[config.mk]
export PLATFORM = sky130hd
export DESIGN_NAME = regfile_mp
export DESIGN_NICKNAME = d
export VERILOG_FILES = /design/src/rtl/regfile_pkg.sv /design/src/rtl/regfile_scoreboard.sv /design/src/rtl/regfile_mp.sv
export SDC_FILE = /design/constraint.sdc
export NUM_CORES = 1
export LEC_CHECK = 0
export BUFFER_PORTS_ARGS = -buffer_cell sky130_fd_sc_hd__buf_2
export CORE_MARGIN = 2
export CORE_UTILIZATION = 35
export DETAILED_ROUTE_END_ITERATION = 16
export GPL_TIMING_DRIVEN = 0
export SKIP_LAST_GASP = 1
export SLEW_MARGIN = 30
export SYNTH_ARGS = -nofsm -noshare
export SYNTH_HDL_FRONTEND = slang
export SYNTH_HIERARCHICAL = 1
export SYNTH_SLANG_ARGS = --single-unit
[constraint.sdc]
create_clock -name clk_i -period 4.5 [get_ports clk_i]
set_clock_uncertainty 0.05 [all_clocks]
set_input_delay 0.675 -clock clk_i [delete_from_list [all_inputs] [get_ports clk_i]]
set_output_delay 0.675 -clock clk_i [all_outputs]
set_load 0.05 [all_outputs]
[src/rtl/regfile_pkg.sv]
// Shared types and constants for the multi-port register file.
package regfile_pkg;

  typedef enum logic [0:0] {
    RF_IDLE,
    RF_CLEAR
  } rf_state_e;

  localparam int XLEN_DEF = 32;
  localparam int NREG_DEF = 32;
  localparam int REG_ZERO = 0;

endpackage

[src/rtl/regfile_scoreboard.sv]
// Per-register busy bits: set on reserve, cleared by writeback; a reserve
// to the same register in the same cycle as a write keeps the bit set.
module regfile_scoreboard
  import regfile_pkg::*;
#(
  parameter int NREG   = NREG_DEF,
  parameter int NUM_WR = 1,
  parameter int AW     = $clog2(NREG)
) (
  input  logic                       clk_i,
  input  logic                       rst_i,
  input  logic                       en_i,
  input  logic [NUM_WR-1:0]          wr_en_i,
  input  logic [NUM_WR-1:0][AW-1:0]  wr_addr_i,
  input  logic                       rsv_en_i,
  input  logic [AW-1:0]              rsv_addr_i,
  output logic [NREG-1:0]            busy_o
);

  logic [NREG-1:0] busy_q;

  // The reserve is assigned last so it overrides a same-cycle writeback clear.
  always_ff @(posedge clk_i) begin
    if (rst_i) begin
      busy_q <= '0;
    end else if (en_i) begin
      for (int w = 0; w < NUM_WR; w++) begin
        if (wr_en_i[w]) begin
          busy_q[wr_addr_i[w]] <= 1'b0;
        end
      end
      if (rsv_en_i && (rsv_addr_i != AW'(REG_ZERO))) begin
        busy_q[rsv_addr_i] <= 1'b1;
      end
    end
  end

  assign busy_o = busy_q;

endmodule

[src/rtl/regfile_mp.sv]
// Parametrised multi-port register file with optional write bypass,
// busy scoreboard and a one-entry-per-cycle clear sweep.
module regfile_mp
  import regfile_pkg::*;
#(
  parameter int XLEN   = XLEN_DEF,
  parameter int NREG   = NREG_DEF,
  parameter int NUM_RD = 2,
  parameter int NUM_WR = 1,
  parameter int BYPASS = 1,
  parameter int AW     = $clog2(NREG)
) (
  input  logic                         clk_i,
  input  logic                         rst_i,
  input  logic                         clr_i,
  output logic                         ready_o,
  input  logic [NUM_RD-1:0][AW-1:0]    rd_addr_i,
  output logic [NUM_RD-1:0][XLEN-1:0]  rd_data_o,
  output logic [NUM_RD-1:0]            rd_busy_o,
  input  logic [NUM_WR-1:0]            wr_en_i,
  input  logic [NUM_WR-1:0][AW-1:0]    wr_addr_i,
  input  logic [NUM_WR-1:0][XLEN-1:0]  wr_data_i,
  input  logic                         rsv_en_i,
  input  logic [AW-1:0]                rsv_addr_i
);

  localparam logic [AW-1:0] LAST_IDX = AW'(NREG - 1);
  localparam logic [AW-1:0] ZERO_IDX = AW'(REG_ZERO);

  rf_state_e        state_q;
  logic [AW-1:0]    ptr_q;
  logic             ready_q;
  logic [XLEN-1:0]  mem [NREG];
  logic [NREG-1:0]  busy;
  logic             idle;

  assign idle    = (state_q == RF_IDLE);
  assign ready_o = ready_q;

  always_ff @(posedge clk_i) begin
    if (rst_i) begin
      state_q <= RF_CLEAR;
      ptr_q   <= '0;
      ready_q <= 1'b0;
    end else begin
      case (state_q)
        RF_IDLE: begin
          if (clr_i) begin
            state_q <= RF_CLEAR;
            ptr_q   <= '0;
            ready_q <= 1'b0;
          end
        end
        RF_CLEAR: begin
          ptr_q <= ptr_q + AW'(1);
          if (ptr_q == LAST_IDX) begin
            state_q <= RF_IDLE;
            ready_q <= 1'b1;
          end
        end
        default: begin
          state_q <= RF_CLEAR;
          ptr_q   <= '0;
          ready_q <= 1'b0;
        end
      endcase
    end
  end

  // Later write ports are assigned last, so the highest index wins a collision.
  always_ff @(posedge clk_i) begin
    if (!rst_i) begin
      if (state_q == RF_CLEAR) begin
        mem[ptr_q] <= '0;
      end else begin
        for (int w = 0; w < NUM_WR; w++) begin
          if (wr_en_i[w] && (wr_addr_i[w] != ZERO_IDX)) begin
            mem[wr_addr_i[w]] <= wr_data_i[w];
          end
        end
      end
    end
  end

  regfile_scoreboard #(
    .NREG   (NREG),
    .NUM_WR (NUM_WR),
    .AW     (AW)
  ) u_scoreboard (
    .clk_i      (clk_i),
    .rst_i      (rst_i),
    .en_i       (idle),
    .wr_en_i    (wr_en_i),
    .wr_addr_i  (wr_addr_i),
    .rsv_en_i   (rsv_en_i),
    .rsv_addr_i (rsv_addr_i),
    .busy_o     (busy)
  );

  always_comb begin
    for (int p = 0; p < NUM_RD; p++) begin
      rd_data_o[p] = '0;
      rd_busy_o[p] = 1'b0;
      if (idle && (rd_addr_i[p] != ZERO_IDX)) begin
        rd_data_o[p] = mem[rd_addr_i[p]];
        rd_busy_o[p] = busy[rd_addr_i[p]];
        if (BYPASS != 0) begin
          for (int w = 0; w < NUM_WR; w++) begin
            if (wr_en_i[w] && (wr_addr_i[w] == rd_addr_i[p])) begin
              rd_data_o[p] = wr_data_i[w];
              rd_busy_o[p] = 1'b0;
            end
          end
        end
      end
    end
  end

endmodule

# Word level (Yosys, flattened, before mapping)

Memories as Yosys holds them, arrays and structs flattened.
Cells that the tools add are included.
W data, S select, Z words.

Register bits: 39
Bits in latches: 0
Memory bits (writable): 1024
ROM bits: 0
Output and inout port bits: 67
Logic and storage cells: 73
Memories: 1

Add/sub/neg operators: 1
$mul: 0
Divide/modulo/power cells: 0
Magnitude comparators: 6
Equal/unequal tests: 5
Shift-type cells: 0
Multiplexer cells: 38
Bitwise operators: 4
Reductions and logical operators: 14

Memories:

| name | depth | width | read ports | clocked after Yosys merged registers in | wr ports | RTL line         | source |
|---|---|---|---|---|---|---|---|
| mem  | 32    | 32    | 2          | 0                                       | 1        | regfile_mp.sv:33 | `logic [XLEN-1:0] mem [NREG];` |

Operators with widths:

| kind                  | count |
|---|---|
| $mux W32              | 9 |
| $and A32 B32 Y32      | 1 |
| $not A32 Y32          | 1 |
| $or A32 B32 Y32       | 1 |
| $reduce_or A32 Y1     | 1 |
| $lt A5 B6 Y1 const B  | 4 |
| $mux W1               | 20 |
| $reduce_bool A5 Y1    | 4 |
| $bmux W1 S5           | 2 |
| $demux W1 S5          | 2 |
| $eq A5 B5 Y1          | 2 |
| $ge A5 B1 Y1 const B  | 2 |
| $mux W5               | 2 |
| $pmux W5 S2           | 1 |
| $logic_and A1 B1 Y1   | 8 |
| $add A5 B1 Y5 const B | 1 |
| $eq A5 B5 Y1 const B  | 1 |
| $pmux W1 S2           | 2 |
| $ne A2 B1 Y1 const B  | 1 |
| $ne A2 B2 Y1 const B  | 1 |
| $reduce_and A2 Y1     | 1 |
| $not A1 Y1            | 1 |

# Logic depth before layout (Yosys ltp)

Word-level depth: 11
Gate-level depth with buffers: 9
Mapped depth without buffers: 6

# Cells and area by module

The synthesis kept the hierarchy.

Modules (own cells, without submodules):

| module             | times used | cells an instance | area each (µm²) |
|---|---|---|---|
| regfile_mp         | 1          | 2801              | 49720.2 |
| regfile_scoreboard | 1          | 142               | 1343.8 |

# Worst setup path after synthesis

Ideal clock, no wire load.

Path kind: input port to flip-flop
Start point: input port wr_addr_i[1] in the netlist's numbering
End point: memory mem[2][0] in the netlist's numbering, enable pin
Arrival time: 3.930 ns
Slack: 0.059 ns
Stages on the path: 7
Cell sequence: buf_2 -> nor4_2 -> a211oi_2 -> buf_2 -> nor2_1 -> a41oi_1 -> nor3_1

Word-level cells in the longest chain between the ends: 8
Elaborated cells between the ends (all ways): 9
Classes of those cells: 6 x mux; 3 x reduce/logical

RTL lines:

| item                                                | RTL line         | source |
|---|---|---|
| from (decl)                                         | regfile_mp.sv:21 | `input logic [NUM_WR-1:0][AW-1:0] wr_addr_i,` |
| $reduce_bool A5 Y1                                  | regfile_mp.sv:77 | `if (wr_en_i[w] && (wr_addr_i[w] != ZERO_IDX)) begin` |
| $logic_and A1 B1 Y1                                 | regfile_mp.sv:77 |  |
| $mux W1                                             | regfile_mp.sv:77 |  |
| $mux W1                                             | regfile_mp.sv:73 | `if (state_q == RF_CLEAR) begin` |
| $mux W1                                             | regfile_mp.sv:72 | `if (!rst_i) begin` |
| $mux W1 (not written as such)                       | regfile_mp.sv:78 | `mem[wr_addr_i[w]] <= wr_data_i[w];` |
| $reduce_or A32 Y1 (no source line)                  | --               |  |
| $mux W5 (no source line) or $mux W1 (tied branches) | --               |  |
| to (decl)                                           | regfile_mp.sv:33 |  |

Parallel ways exist; a longest one is shown, timed or not.

==> results.yml <==
outcome:
  status: "finished, violations left"
  violations: "setup timing"
power_and_ir_drop:
  p_leak_nw: 19.5
  vdd_drop_max_mv: 0.301
  p_per_area_nw_per_um2: 363
  power_w: 0.0218
timing:
  rsz0062_at_grt: "true"
  relSlewSlack: 0.285
  setup_violations: 8
  whs_ns: 0.148
  worst_pin_slew_ns: 1.07
  timing.final.ws_setup_ns: -0.121
  hold_viol: 0
  min_period_ns: 4.62
  final_max_slew_viol_count: 0
  timing.fmax_mhz: 216
  fin_setup_tns_ns: -0.387
  post-route-period-util: 1.03
cells_and_area:
  drive_gt1_frac: 0.300
  nets: 3306
  final_cell_mix: "edfxtp_1, mux4_2, mux2i_1, buf_2, a221oi_1"
  seq_area_um2: 31500
  final_area_um2: 59900
  area_growth_pct: 17.4
  fillers: 12862
  final_common_cell: "edfxtp_1"
  multi_input_area_um2: 18400
worst_hold_path:
  hold_path.class: "input port to register"
  holdPathStages: 3
  hold_end: "state_q"
  min_from: "clr_i"
clocking:
  cts_root_buffer: "clkbuf_16"
  clkSinkCount: 1063
  cts_buffers: 110
  clk-insertion-delay-late_ns: 0.74
  cts_tree: "built"
  htree_levels: 3
  clkTransAtPathRegs_ns: 0.06
  clockBufferDepth: 3
yosys:
  syn_area_per_cell_um2: 17.4
  synth_edf_count: 1024
  synthCells: 2943
  synth_warnings: 6
  synth.yosys.seq_area_share: 0.617
  syn_nets: 3002
  ys_ff_latch: 1063
  syn_area_um2: 51100
  yosys_most_used_dff: "edfxtp_1"
  synth_cell_types: 62
  synth-async-reset-ratio: 0
critical_path:
  reg2reg_slack_ns: 0.78
  cp.arrival_ns: 3.90
  slowest_stage: "buf_2"
  ff2ff_path_depth: 9
  endpoint_kind: "output pin"
  critical_path.top_delay_family: "buffers and inverters"
  crit_chain: "buf_6 -> buf_4 -> buf_2 -> buf_2 -> mux4_2 -> mux2i_1 -> a211oi_2 -> a211o_1 -> buf_2"
  critPathMaxStageDelay_ns: 0.56
  worst_setup_path_start_kind: "input port"
  r2r_end: "mem[0][13]"
  cp_common_cell: "buf_2"
  cp.required_ns: 3.77
  crit_buf_inv: 5
  cp_max_fo: 10
  r2r_start: "state_q"
  worstSetupPathType: "input port to output pin"
die:
  fp.dieArea_um2: 149000
  die_h_um: 386
  pin_count: 124
  core_area_um2: 145000
  die_width_um: 386
  core.rowCount: 140
  start_util: 0.352
placement:
  dp_hpwl_mm: 129
  dpl_cell_area_um2: 56100
  gp_congestion: 0.922
  portBuffers: 114
grt:
  grt_antenna_before_repair: 13
  grtUsageTotal: 0.238
  grt_max_degree: 33
  grt_pass1_wl_mm: 248
  gr-total-overflow: 0
  grt_pass1_vias: 32523
routing:
  drt_pass1_iterations: 6
  drc: 0
  num_vias: 32760
  wl_per_cell_um: 34.1
  avgViaCountPerCell: 6.21
  ant_nets: 0
  drt_wl_total_mm: 180
  drtIter0Drc: 4266
flow_run:
  drv_cap: 0
[report_power, final]
part           internal (W)  switching (W)  total (W)
sequential           0.0107      0.0000251     0.0108
clock               0.00527        0.00403    0.00930
combinational      0.000652        0.00103    0.00168
[how the worst max path moves through the flow]
stage / start / end / cells after the start
floorplan: wr_addr_i[1] / mem[2][0] / 7
global placement: wr_addr_i[1] / mem[0][9] / 7
detailed placement: rd_addr_i[7] / rd_data_o[32] / 9
CTS: rd_addr_i[1] / rd_data_o[24] / 9
global route: rd_addr_i[1] / rd_data_o[0] / 9
finish: rd_addr_i[1] / rd_data_o[31] / 9
[cell type report]
cell class / count / area share
diodes: 15 / 0.000626
plain buffers: 247 / 0.0262
clock buffers: 129 / 0.0475
clock inverters: 76 / 0.0127
inverters: 14 / 0.000877
multi-input cells: 1618 / 0.307
flip-flops and latches: 1063 / 0.526
well taps: 1917 / 0.0400
repair buffers: 193 / 0.0391
[through the flow]
step                      worst slack, ns   util  std cells
after detailed placement           -0.923  0.386       5049
final                              -0.121  0.413       5272
after global routing              -0.0922  0.412       5258
after global placement              -3.74  0.372       4974
after CTS                         0.00492  0.412       5256
after floorplan                    0.0591      -       2943
[flip-flops by register name, summed over array words and instances, names as in the netlist]
signal,cells
mem,1024
ptr_q,5
ready_o,1
state_q,1
u_scoreboard/busy_o,32
[worst min-delay path: stages]
cell and delay (ns):
buf_2 0.10, o21ai_0 0.07, nand2b_1 0.06
[cell usage after synthesis, drive strengths merged, types with 6 or more instances]
cell type  instances  area (µm²)
mux2i            363        3630
nor3               6        30.0
a211o             60         526
nor2b              8        50.1
edfxtp          1024       30700
a22oi             98         736
xnor2             10        87.6
nand3b             7        52.6
nand3             10        55.1
o21ai            128         641
nor2              53         199
buf              142        1110
a31oi              6        37.5
o211ai            27         203
nand2             26        97.6
a21oi            104         521
inv               14        52.6
and2              63         394
dfxtp             39         781
a221oi           159        1400
a211oi            63         478
mux4             371        8360
clkbuf           106         409
[routing by layer]
metal | global-route usage | part of all wire | vias up
met4 | 0.0984 | 0.041 | 4
met1 | 0.301 | 0.37 | 17265
met3 | 0.0596 | 0.11 | 366
met5 | 0 | 0.00014 | -
met2 | 0.390 | 0.48 | 1894
li1 | - | - | 13231
[cells by family (layout without fill, tap and decap cells)]
kind of cell / after synthesis / after routing / share of synthesized area
compound gates: 657 / 657 / 0.0910
fa+ha+maj: 2 / 2 / 0.000490
other cells: 0 / 15 / 0
simple gates: 211 / 211 / 0.0230
xor+xnor: 12 / 12 / 0.00206
mux: 736 / 736 / 0.235
flops: 1063 / 1063 / 0.617
buf+inv: 262 / 659 / 0.0308
[what timing repair did]
| item | 4_1_cts | 5_1_grt |
|---|---|---|
| setup buffers | 3 | 0 |
| hold buffers | 0 | 0 |
| setup endpoints to repair | 57 | 41 |
| gates resized for setup | 24 | 36 |
| cloned | 0 | 0 |
| pin swaps | 2 | 0 |
(Power assumes the default switching activity.)
